$ cat src/rtl/dmem_lsu.sv
// dmem_lsu: load/store sequencer driving the synchronous data memory.
// Define DMEM_LSU_SPLIT_EN to run misaligned half/word accesses bytewise.
module dmem_lsu #(
  parameter int          READ_LAT   = 1,
  parameter logic [31:0] ADDR_LIMIT = 32'h0000_FFFF
) (
  input  logic        clk,
  input  logic        rst,
  input  logic        req_valid,
  output logic        req_ready,
  input  logic        req_we,
  input  logic [2:0]  req_memop,
  input  logic [31:0] req_addr,
  input  logic [31:0] req_wdata,
  output logic        rsp_valid,
  output logic [31:0] rsp_rdata,
  output logic        rsp_err,
  output logic [31:0] mem_addr,
  output logic [31:0] mem_datain,
  output logic [2:0]  mem_memop,
  output logic        mem_we,
  input  logic [31:0] mem_dataout
);

  typedef enum logic [2:0] {IDLE, ACCESS, WAIT, SPLIT, RESP} state_t;

  localparam logic [1:0] LAT = 2'(READ_LAT);

  state_t      state, state_n;
  logic        we_q, we_n;
  logic [1:0]  cnt_q, cnt_n;
  logic [31:0] mem_addr_n, mem_datain_n, rsp_rdata_n;
  logic [2:0]  mem_memop_n;
  logic        mem_we_n, rsp_valid_n, rsp_err_n;
  logic [1:0]  nm1;
  logic        bad_op, over, misal;
`ifdef DMEM_LSU_SPLIT_EN
  logic [1:0]  k_q, k_n, nm1_q;
  logic [2:0]  op_q, op_n;
  logic [31:0] base_q, base_n, wdata_q, wdata_n, asm_q, asm_n;

  assign nm1_q = {op_q[1], op_q[1] | op_q[0]};
`endif

  assign req_ready = (state == IDLE) && !rst;

  always_comb begin
    state_n      = state;
    we_n         = we_q;
    cnt_n        = cnt_q;
    mem_addr_n   = mem_addr;
    mem_datain_n = mem_datain;
    mem_memop_n  = mem_memop;
    mem_we_n     = 1'b0;
    rsp_valid_n  = 1'b0;
    rsp_err_n    = 1'b0;
    rsp_rdata_n  = 32'h0;
`ifdef DMEM_LSU_SPLIT_EN
    k_n          = k_q;
    op_n         = op_q;
    base_n       = base_q;
    wdata_n      = wdata_q;
    asm_n        = asm_q;
`endif
    // size minus one: 0, 1 or 3 bytes beyond the base address
    nm1    = {req_memop[1], req_memop[1] | req_memop[0]};
    bad_op = (req_memop[1:0] == 2'b11) ||
             (req_memop[2] && (req_we || req_memop[1]));
    over   = ({1'b0, req_addr} + {31'h0, nm1}) > {1'b0, ADDR_LIMIT};
    misal  = (req_addr[1:0] & nm1) != 2'b00;
    case (state)
      IDLE: begin
        if (req_valid && req_ready) begin
          we_n  = req_we;
          cnt_n = 2'd0;
          if (bad_op || over) begin
            state_n     = RESP;
            rsp_valid_n = 1'b1;
            rsp_err_n   = 1'b1;
          end
`ifdef DMEM_LSU_SPLIT_EN
          else if (misal) begin
            state_n      = SPLIT;
            k_n          = 2'd0;
            op_n         = req_memop;
            base_n       = req_addr;
            wdata_n      = req_wdata;
            asm_n        = 32'h0;
            mem_addr_n   = req_addr;
            mem_memop_n  = req_we ? 3'b000 : 3'b100;
            mem_datain_n = {24'h0, req_wdata[7:0]};
            mem_we_n     = req_we;
          end
`else
          else if (misal) begin
            state_n     = RESP;
            rsp_valid_n = 1'b1;
            rsp_err_n   = 1'b1;
          end
`endif
          else begin
            state_n      = ACCESS;
            mem_addr_n   = req_addr;
            mem_memop_n  = req_memop;
            mem_datain_n = req_wdata;
            mem_we_n     = req_we;
          end
        end
      end
      ACCESS: begin
        if (we_q) begin
          state_n     = RESP;
          rsp_valid_n = 1'b1;
        end else begin
          state_n = WAIT;
          cnt_n   = 2'd1;
        end
      end
      WAIT: begin
        if (cnt_q == LAT) begin
          state_n     = RESP;
          rsp_valid_n = 1'b1;
          rsp_rdata_n = mem_dataout;
        end else begin
          cnt_n = cnt_q + 2'd1;
        end
      end
`ifdef DMEM_LSU_SPLIT_EN
      SPLIT: begin
        if (we_q) begin
          if (k_q == nm1_q) begin
            state_n     = RESP;
            rsp_valid_n = 1'b1;
          end else begin
            k_n          = k_q + 2'd1;
            mem_addr_n   = base_q + {30'h0, k_n};
            mem_datain_n = {24'h0, wdata_q[{k_n, 3'b000} +: 8]};
            mem_we_n     = 1'b1;
          end
        end else if (cnt_q != LAT) begin
          cnt_n = cnt_q + 2'd1;
        end else begin
          asm_n[{k_q, 3'b000} +: 8] = mem_dataout[7:0];
          if (k_q == nm1_q) begin
            state_n     = RESP;
            rsp_valid_n = 1'b1;
            if (nm1_q == 2'd1)
              rsp_rdata_n = op_q[2] ? {16'h0, asm_n[15:0]}
                                    : {{16{asm_n[15]}}, asm_n[15:0]};
            else
              rsp_rdata_n = asm_n;
          end else begin
            k_n        = k_q + 2'd1;
            cnt_n      = 2'd0;
            mem_addr_n = base_q + {30'h0, k_n};
          end
        end
      end
`endif
      RESP:    state_n = IDLE;
      default: state_n = IDLE;
    endcase
  end

  always_ff @(posedge clk) begin
    if (rst) begin
      state      <= IDLE;
      we_q       <= 1'b0;
      cnt_q      <= 2'd0;
      mem_addr   <= 32'h0;
      mem_datain <= 32'h0;
      mem_memop  <= 3'b010;
      mem_we     <= 1'b0;
      rsp_valid  <= 1'b0;
      rsp_err    <= 1'b0;
      rsp_rdata  <= 32'h0;
`ifdef DMEM_LSU_SPLIT_EN
      k_q        <= 2'd0;
      op_q       <= 3'b010;
      base_q     <= 32'h0;
      wdata_q    <= 32'h0;
      asm_q      <= 32'h0;
`endif
    end else begin
      state      <= state_n;
      we_q       <= we_n;
      cnt_q      <= cnt_n;
      mem_addr   <= mem_addr_n;
      mem_datain <= mem_datain_n;
      mem_memop  <= mem_memop_n;
      mem_we     <= mem_we_n;
      rsp_valid  <= rsp_valid_n;
      rsp_err    <= rsp_err_n;
      rsp_rdata  <= rsp_rdata_n;
`ifdef DMEM_LSU_SPLIT_EN
      k_q        <= k_n;
      op_q       <= op_n;
      base_q     <= base_n;
      wdata_q    <= wdata_n;
      asm_q      <= asm_n;
`endif
    end
  end

endmodule

$ cat config.mk
export PLATFORM = sky130hd
export DESIGN_NAME = dmem_lsu
export DESIGN_NICKNAME = d
export VERILOG_FILES = /design/src/rtl/dmem_lsu.sv
export SDC_FILE = /design/constraint.sdc
export NUM_CORES = 1
export LEC_CHECK = 0
export BUFFER_PORTS_ARGS = -buffer_cell sky130_fd_sc_hd__buf_2
export CAP_MARGIN = 0
export CORE_ASPECT_RATIO = 0.75
export CORE_MARGIN = 10
export CORE_UTILIZATION = 45
export DETAILED_ROUTE_END_ITERATION = 10
export PLACE_DENSITY = 0.78
export SLEW_MARGIN = 20
export SYNTH_ARGS = -nofsm -noshare
export SYNTH_HDL_FRONTEND = slang
export SYNTH_SLANG_ARGS = --single-unit
$ cat constraint.sdc
create_clock -name clk -period 3.5 [get_ports clk]
set_clock_uncertainty 0.2 [all_clocks]
set_input_delay 0.35 -clock clk [delete_from_list [all_inputs] [get_ports clk]]
set_output_delay 0.35 -clock clk [all_outputs]
set_load 0.01 [all_outputs]
# --- Yosys cells after proc, flatten, opt, wreduce, memory -nomap -nowiden ---
# Cells that the tools add are included.
# Widths: inputs -> output; s select.
totals:
  latch_bits: 0
  ramBits: 0
  input_bits: 103
  wordCells: 62
  ff_bits: 108
  n_memories: 0
  romBits: 0
op_classes:
  bitwise: 8
  addsub: 2
  div_mod_pow: 0
  n_shift: 0
  mul: 0
  n_reduce_logical: 17
  muxes: 16
  eq_ne: 8
  magnitude_cmp: 1
op_table:
  columns: ["op", "count"]
  rows:
  - ["$add 32x2->33", 1]
  - ["$gt 33x16->1 const B", 1]
  - ["$mux 3", 5]
  - ["$pmux 3 s3", 1]
  - ["$reduce_and 4->1", 2]
  - ["$mux 2", 3]
  - ["$ne 2x2->1 const B", 3]
  - ["$not 1->1", 6]
  - ["$pmux 2 s3", 1]
  - ["$mux 1", 5]
  - ["$reduce_or 5->1", 1]
  - ["$reduce_and 2->1", 2]
  - ["$eq 3x1->1 const B", 1]
  - ["$eq 3x2->1 const B", 1]
  - ["$logic_and 1x1->1", 3]
  - ["$logic_not 3->1", 1]
  - ["$logic_or 1x1->1", 3]
  - ["$pmux 1 s3", 1]
  - ["$reduce_bool 3->1", 1]
  - ["$reduce_or 3->1", 1]
  - ["$add 2x1->2 const B", 1]
  - ["$and 2x2->2", 1]
  - ["$eq 2x1->1 const B", 1]
  - ["$eq 2x2->1 const B", 1]
  - ["other kinds (5)", 5]

# --- Depth between registers and ports, before layout ---
logic_depth:
  word_depth: 7
  depth_mapped: 13
  ltp_nobuf: 10

# --- Least setup slack after synthesis ---
# No wires, ideal clock.
synth_path:
  kind: "input -> register"
  from: "in req_memop[0]"
  to: "reg mem_addr[21]"
  required_ps: 3165
  arrival_time_ps: 2584
  setup_slack_ps: 581
  setup_time_ps: 135
  path_stages: 13
  cell_sequence: "or2_2 ha_1 fa_1 nand3_1 nor4_1 a31o_2 a22oi_1 and3_4 buf_6 and3_4 buf_6 buf_6 nor3b_2"
synth_via:
  elab_chain_cells: 6
synth_lines:
  columns: ["element", "line_no", "text"]
  rows:
  - ["start, declared", "12", "input logic [2:0] req_memop,"]
  - ["$or 1x1->1", "66", "nm1 = {req_memop[1], req_memop[1] | req_memop[0]};"]
  - ["$add 32x2->33", "69", "over = ({1'b0, req_addr} + {31'h0, nm1}) > {1'b0, ADDR_LIMIT};"]
  - ["$gt 33x16->1", "69", null]
  - ["$logic_or 1x1->1", "76", "if (bad_op || over) begin"]
  - ["$not 1->1 (no line)", null, null]
  - ["$reduce_and 4->1 (no line) (*)", null, null]
  - ["end signal, assigned", "188", "mem_addr <= mem_addr_n;"]
  - ["end, declared", "18", "output logic [31:0] mem_addr,"]
# Every way passes the cells marked *; elsewhere a longest branch is shown, timed or not.
# A chain may end at the register's enable or synchronous reset.

# --- Worst setup path in the final report ---
layout_path:
  from: "in req_memop[1]"
  to: "reg mem_datain[4]"
layout_via:
  elab_chain_cells: 6
layout_lines:
  columns: ["element", "line_no", "text"]
  rows:
  - ["$or 1x1->1 or $logic_or 1x1->1 (tied branches)", "66, 68", null]
  - ["$add 32x2->33 or $logic_and 1x1->1 (tied branches)", "69, 68", null]
  - ["$gt 33x16->1 or $logic_or 1x1->1 (tied branches)", "69, 67", null]
  - ["$logic_or 1x1->1", "76", null]
  - ["$not 1->1 (no line)", null, null]
  - ["$reduce_and 4->1 (no line) (*)", null, null]
  - ["end signal, assigned", "189", "mem_datain <= mem_datain_n;"]
  - ["end, declared", "19", "output logic [31:0] mem_datain,"]
# Marks and branches as above.

==> qor.csv <==
stage,metric,value,unit
layout,final_layout_size_suffix_gt1_frac,0.384,
placed_design,io_buffers,205,
global_route,grt_max_degree,75,
global_route,grt_pass1_wl,23300,µm
layout,area_delta_synth_final,36.5,%
setup_path,regToRegSetupSlack,0.85,ns
logic_synthesis,synth_seq_cells,108,
setup_path,slowest_stage,fa_1,
layout,layout_common_cells,"buf_2 (205), dfxtp_1 (108), nand4_1 (61)",
placed_design,numPlacedInstances,767,
die,io_pins,206,
sta,min_period_over_period,0.855,
logic_synthesis,ys_async_sr_fraction,0,
clock_network,cts_buffers,9,
clock_network,clk_pin_slew_worst_paths,0.07,ns
routing,wire_per_inst,18.5,µm
placed_design,place_congestion,0.910,
sta,rsz0062_at_grt,false,
clock_network,clock_tree.htree_level_count,3,
logic_synthesis,synthFlopType,dfxtp_1,
setup_path,critPathCapture,mem_datain[4]$_SDFFE_PP0P_,
logic_synthesis,syn_inst,466,
sta,finalMaxSlewViolations,0,
clock_network,clk_latency,0.34,ns
routing,dr.pass1.iters,5,
logic_synthesis,synth_edf_count,0,
clock_network,root_buffer,clkbuf_16,
sta,fmaxAchievable,334,MHz
logic_synthesis,syn_area_per_cell,9.33,µm²
setup_path,path_class,in2reg,
setup_path,worstPathCellList,"buf_2, or2_2, ha_1, fa_1, nand3_1, or4_4, xnor2_1, nor4_1, buf_4, o2111ai_4, buf_4, o21ai_0, a21oi_1",
clock_network,cts_tree,built,
job,max_cap_violations,0,
logic_synthesis,yosysUniqueCellTypes,55,
setup_path,crit_top_cell,buf_4,
routing,drtIter0Drc,372,
setup_path,r2r-start,state[2]$_SDFFE_PP0P_,
setup_path,path_depth,13,
die,die_area,14000,µm²
sta,hold_slack,0.0128,ns
setup_path,path_buf_inv,3,
setup_path,critical_path_required,3.49,ns
clock_network,cts-resized-gates,0,
sta,setup_viol,0,
layout,layout_commonest_cell,buf_2,
die,fp.coreArea,9230,µm²
setup_path,arrival,2.98,ns
sta,fin_crit,2.99,ns
die,fp-row-count,30,
clock_network,cts_sinks,108,
outcome,status,"finished, final reports clean",
logic_synthesis,ys_seq_area_frac,0.497,
setup_path,cp-end-kind,flip-flop,
setup_path,critPathLaunchType,input port,
global_route,antenna_found_initial,1,
die,die_w,133,µm
logic_synthesis,synth.net_count,573,
setup_path,rr_worst_depth,7,
logic_synthesis,ys_warn_count,0,
layout,fin_nets,772,
sta,fin_tns_setup,0,ns
sta,finalHoldViolCount,0,
routing,via_per_inst,5.53,
sta,tightest_slew,0.839,ns
setup_path,crit_family,simple AND/OR/NAND/NOR gates,
routing,drc,0,
layout,stdcell_count,799,
worst_hold_path,hp-class,in2reg,
global_route,grt_usage,0.199,
layout,num-fill-cells,788,
routing,wirelength,14800,µm
die,initial_utilization,0.471,
power,irDropWorstVdd,0.272,mV
clock_network,clockBufferDepth,2,
power,powerDensity,418,nW/µm²
die,die_h,105,µm
global_route,grt_pass1_vias,4362,
global_route,grt.overflow.total,0,
setup_path,crit_fanout,52,
sta,max_slew_margin,0.441,
setup_path,cp-startpoint,req_memop[1],
routing,vias,4420,
power,p_leak,2.60,nW
setup_path,cpPeakStageDelay,0.41,ns
setup_path,rr_endpoint,mem_datain[4]$_SDFFE_PP0P_,
placed_design,hpwl,10500,µm
routing,ant_nets,0,
logic_synthesis,netlist_area,4350,µm²
==> per-layer routing <==
metal / vias up / wire length, µm / global-route usage
met5: - / 0 / 0
met4: 0 / 195 / 0.0543
met3: 14 / 1760 / 0.0947
met2: 223 / 7050 / 0.330
met1: 2068 / 5760 / 0.225
li1: 2115 / - / -
==> metrics by stage <==
step	setup WS [ns]	total power, mW	util	cell area [µm²]
final	0.508	2.48	0.643	5930
after global routing	0.331	2.57	0.643	5930
after CTS	0.539	2.51	0.642	5930
after detailed placement	0.211	1.41	0.591	5460
after global placement	0.296	1.41	0.591	5460
after floorplan	0.581	1.32	-	4350
==> logic make-up (layout without fill, tap and decap cells) <==
| logic type | count (synthesis) | count (layout) | synth area share |
|---|---|---|---|
| other | 0 | 1 | 0 |
| buffers and inverters | 46 | 250 | 0.0489 |
| adder cells (fa/ha/maj) | 4 | 4 | 0.0132 |
| flip-flops | 108 | 108 | 0.497 |
| AO/OA/AOI/OAI | 138 | 138 | 0.181 |
| AND/OR/NAND/NOR | 166 | 166 | 0.251 |
| XOR/XNOR | 3 | 3 | 0.00605 |
| multiplexers | 1 | 1 | 0.00230 |
==> flip-flops by register name, summed over array words and instances, names as in the netlist <==
name	flops
cnt_q	2
mem_addr	32
mem_datain	32
mem_memop	3
mem_we	1
rsp_err	1
rsp_rdata	32
rsp_valid	1
state	3
we_q	1
==> layout make-up <==
class | count | area (µm²) | area share
inverters | 5 | 18.8 | 0.00316
diodes | 1 | 2.50 | 0.000422
clock inverters | 7 | 97.6 | 0.0164
flip-flops and latches | 108 | 2160 | 0.364
multi-input cells | 312 | 2000 | 0.337
well taps | 128 | 160 | 0.0270
repair buffers | 229 | 1270 | 0.214
clock buffers | 9 | 225 | 0.0380
==> worst register-to-register path: cells and delay by family (launching register included) <==
family	cells	cell delay, ns
AND/OR/NAND/NOR	3	0.92
buffers and inverters	2	0.63
flip-flops	1	0.38
AO/OA/AOI/OAI	2	0.37
==> where the power goes <==
part	leakage (nW)	total, mW	internal, mW	switching (mW)
sequential	0.870	1.23	1.23	0.00226
combinational	1.57	0.168	0.0753	0.0922
clock	0.160	1.08	0.585	0.496
==> cell usage after synthesis (all sizes together) (2+ instances only) <==
cell type / number / area share
dfxtp: 108 / 0.50
nand4: 63 / 0.094
a21oi: 58 / 0.067
o21ai: 56 / 0.064
and2: 34 / 0.049
clkbuf: 24 / 0.021
buf: 17 / 0.024
nand2: 15 / 0.013
nor3b: 15 / 0.037
nand3: 6 / 0.0069
nor2: 6 / 0.0052
nor4: 6 / 0.012
inv: 5 / 0.0043
nor3: 5 / 0.0058
and3: 4 / 0.0081
a31o: 3 / 0.0060
a31oi: 3 / 0.0043
ha: 3 / 0.0086
nand2b: 2 / 0.0029
nand3b: 2 / 0.0035
nor2b: 2 / 0.0029
o32ai: 2 / 0.0040
or2: 2 / 0.0029
or4: 2 / 0.0043
xnor2: 2 / 0.0040
==> repair_timing <==
item                                   CTS  global route
buffers inserted                         0             0
hold buffers                            15             0
endpoints found under the hold margin   15             0
==> worst min-delay path by stage <==
stage	from	endpoint	slack, ns	cells after the start
CTS	mem_dataout[13]	rsp_rdata[13]$_SDFF_PP0_	0.0009	2
global placement	cnt_q[1]$_SDFFE_PP0P_	cnt_q[1]$_SDFFE_PP0P_	0.24	2
global route	mem_dataout[13]	rsp_rdata[13]$_SDFF_PP0_	0.0001	2
detailed placement	cnt_q[1]$_SDFFE_PP0P_	cnt_q[1]$_SDFFE_PP0P_	0.25	2
floorplan	cnt_q[1]$_SDFFE_PP0P_	cnt_q[1]$_SDFFE_PP0P_	0.23	2
finish	mem_dataout[13]	rsp_rdata[13]$_SDFF_PP0_	0.01	2
No activity file was read; power rests on OpenSTA's default activity.
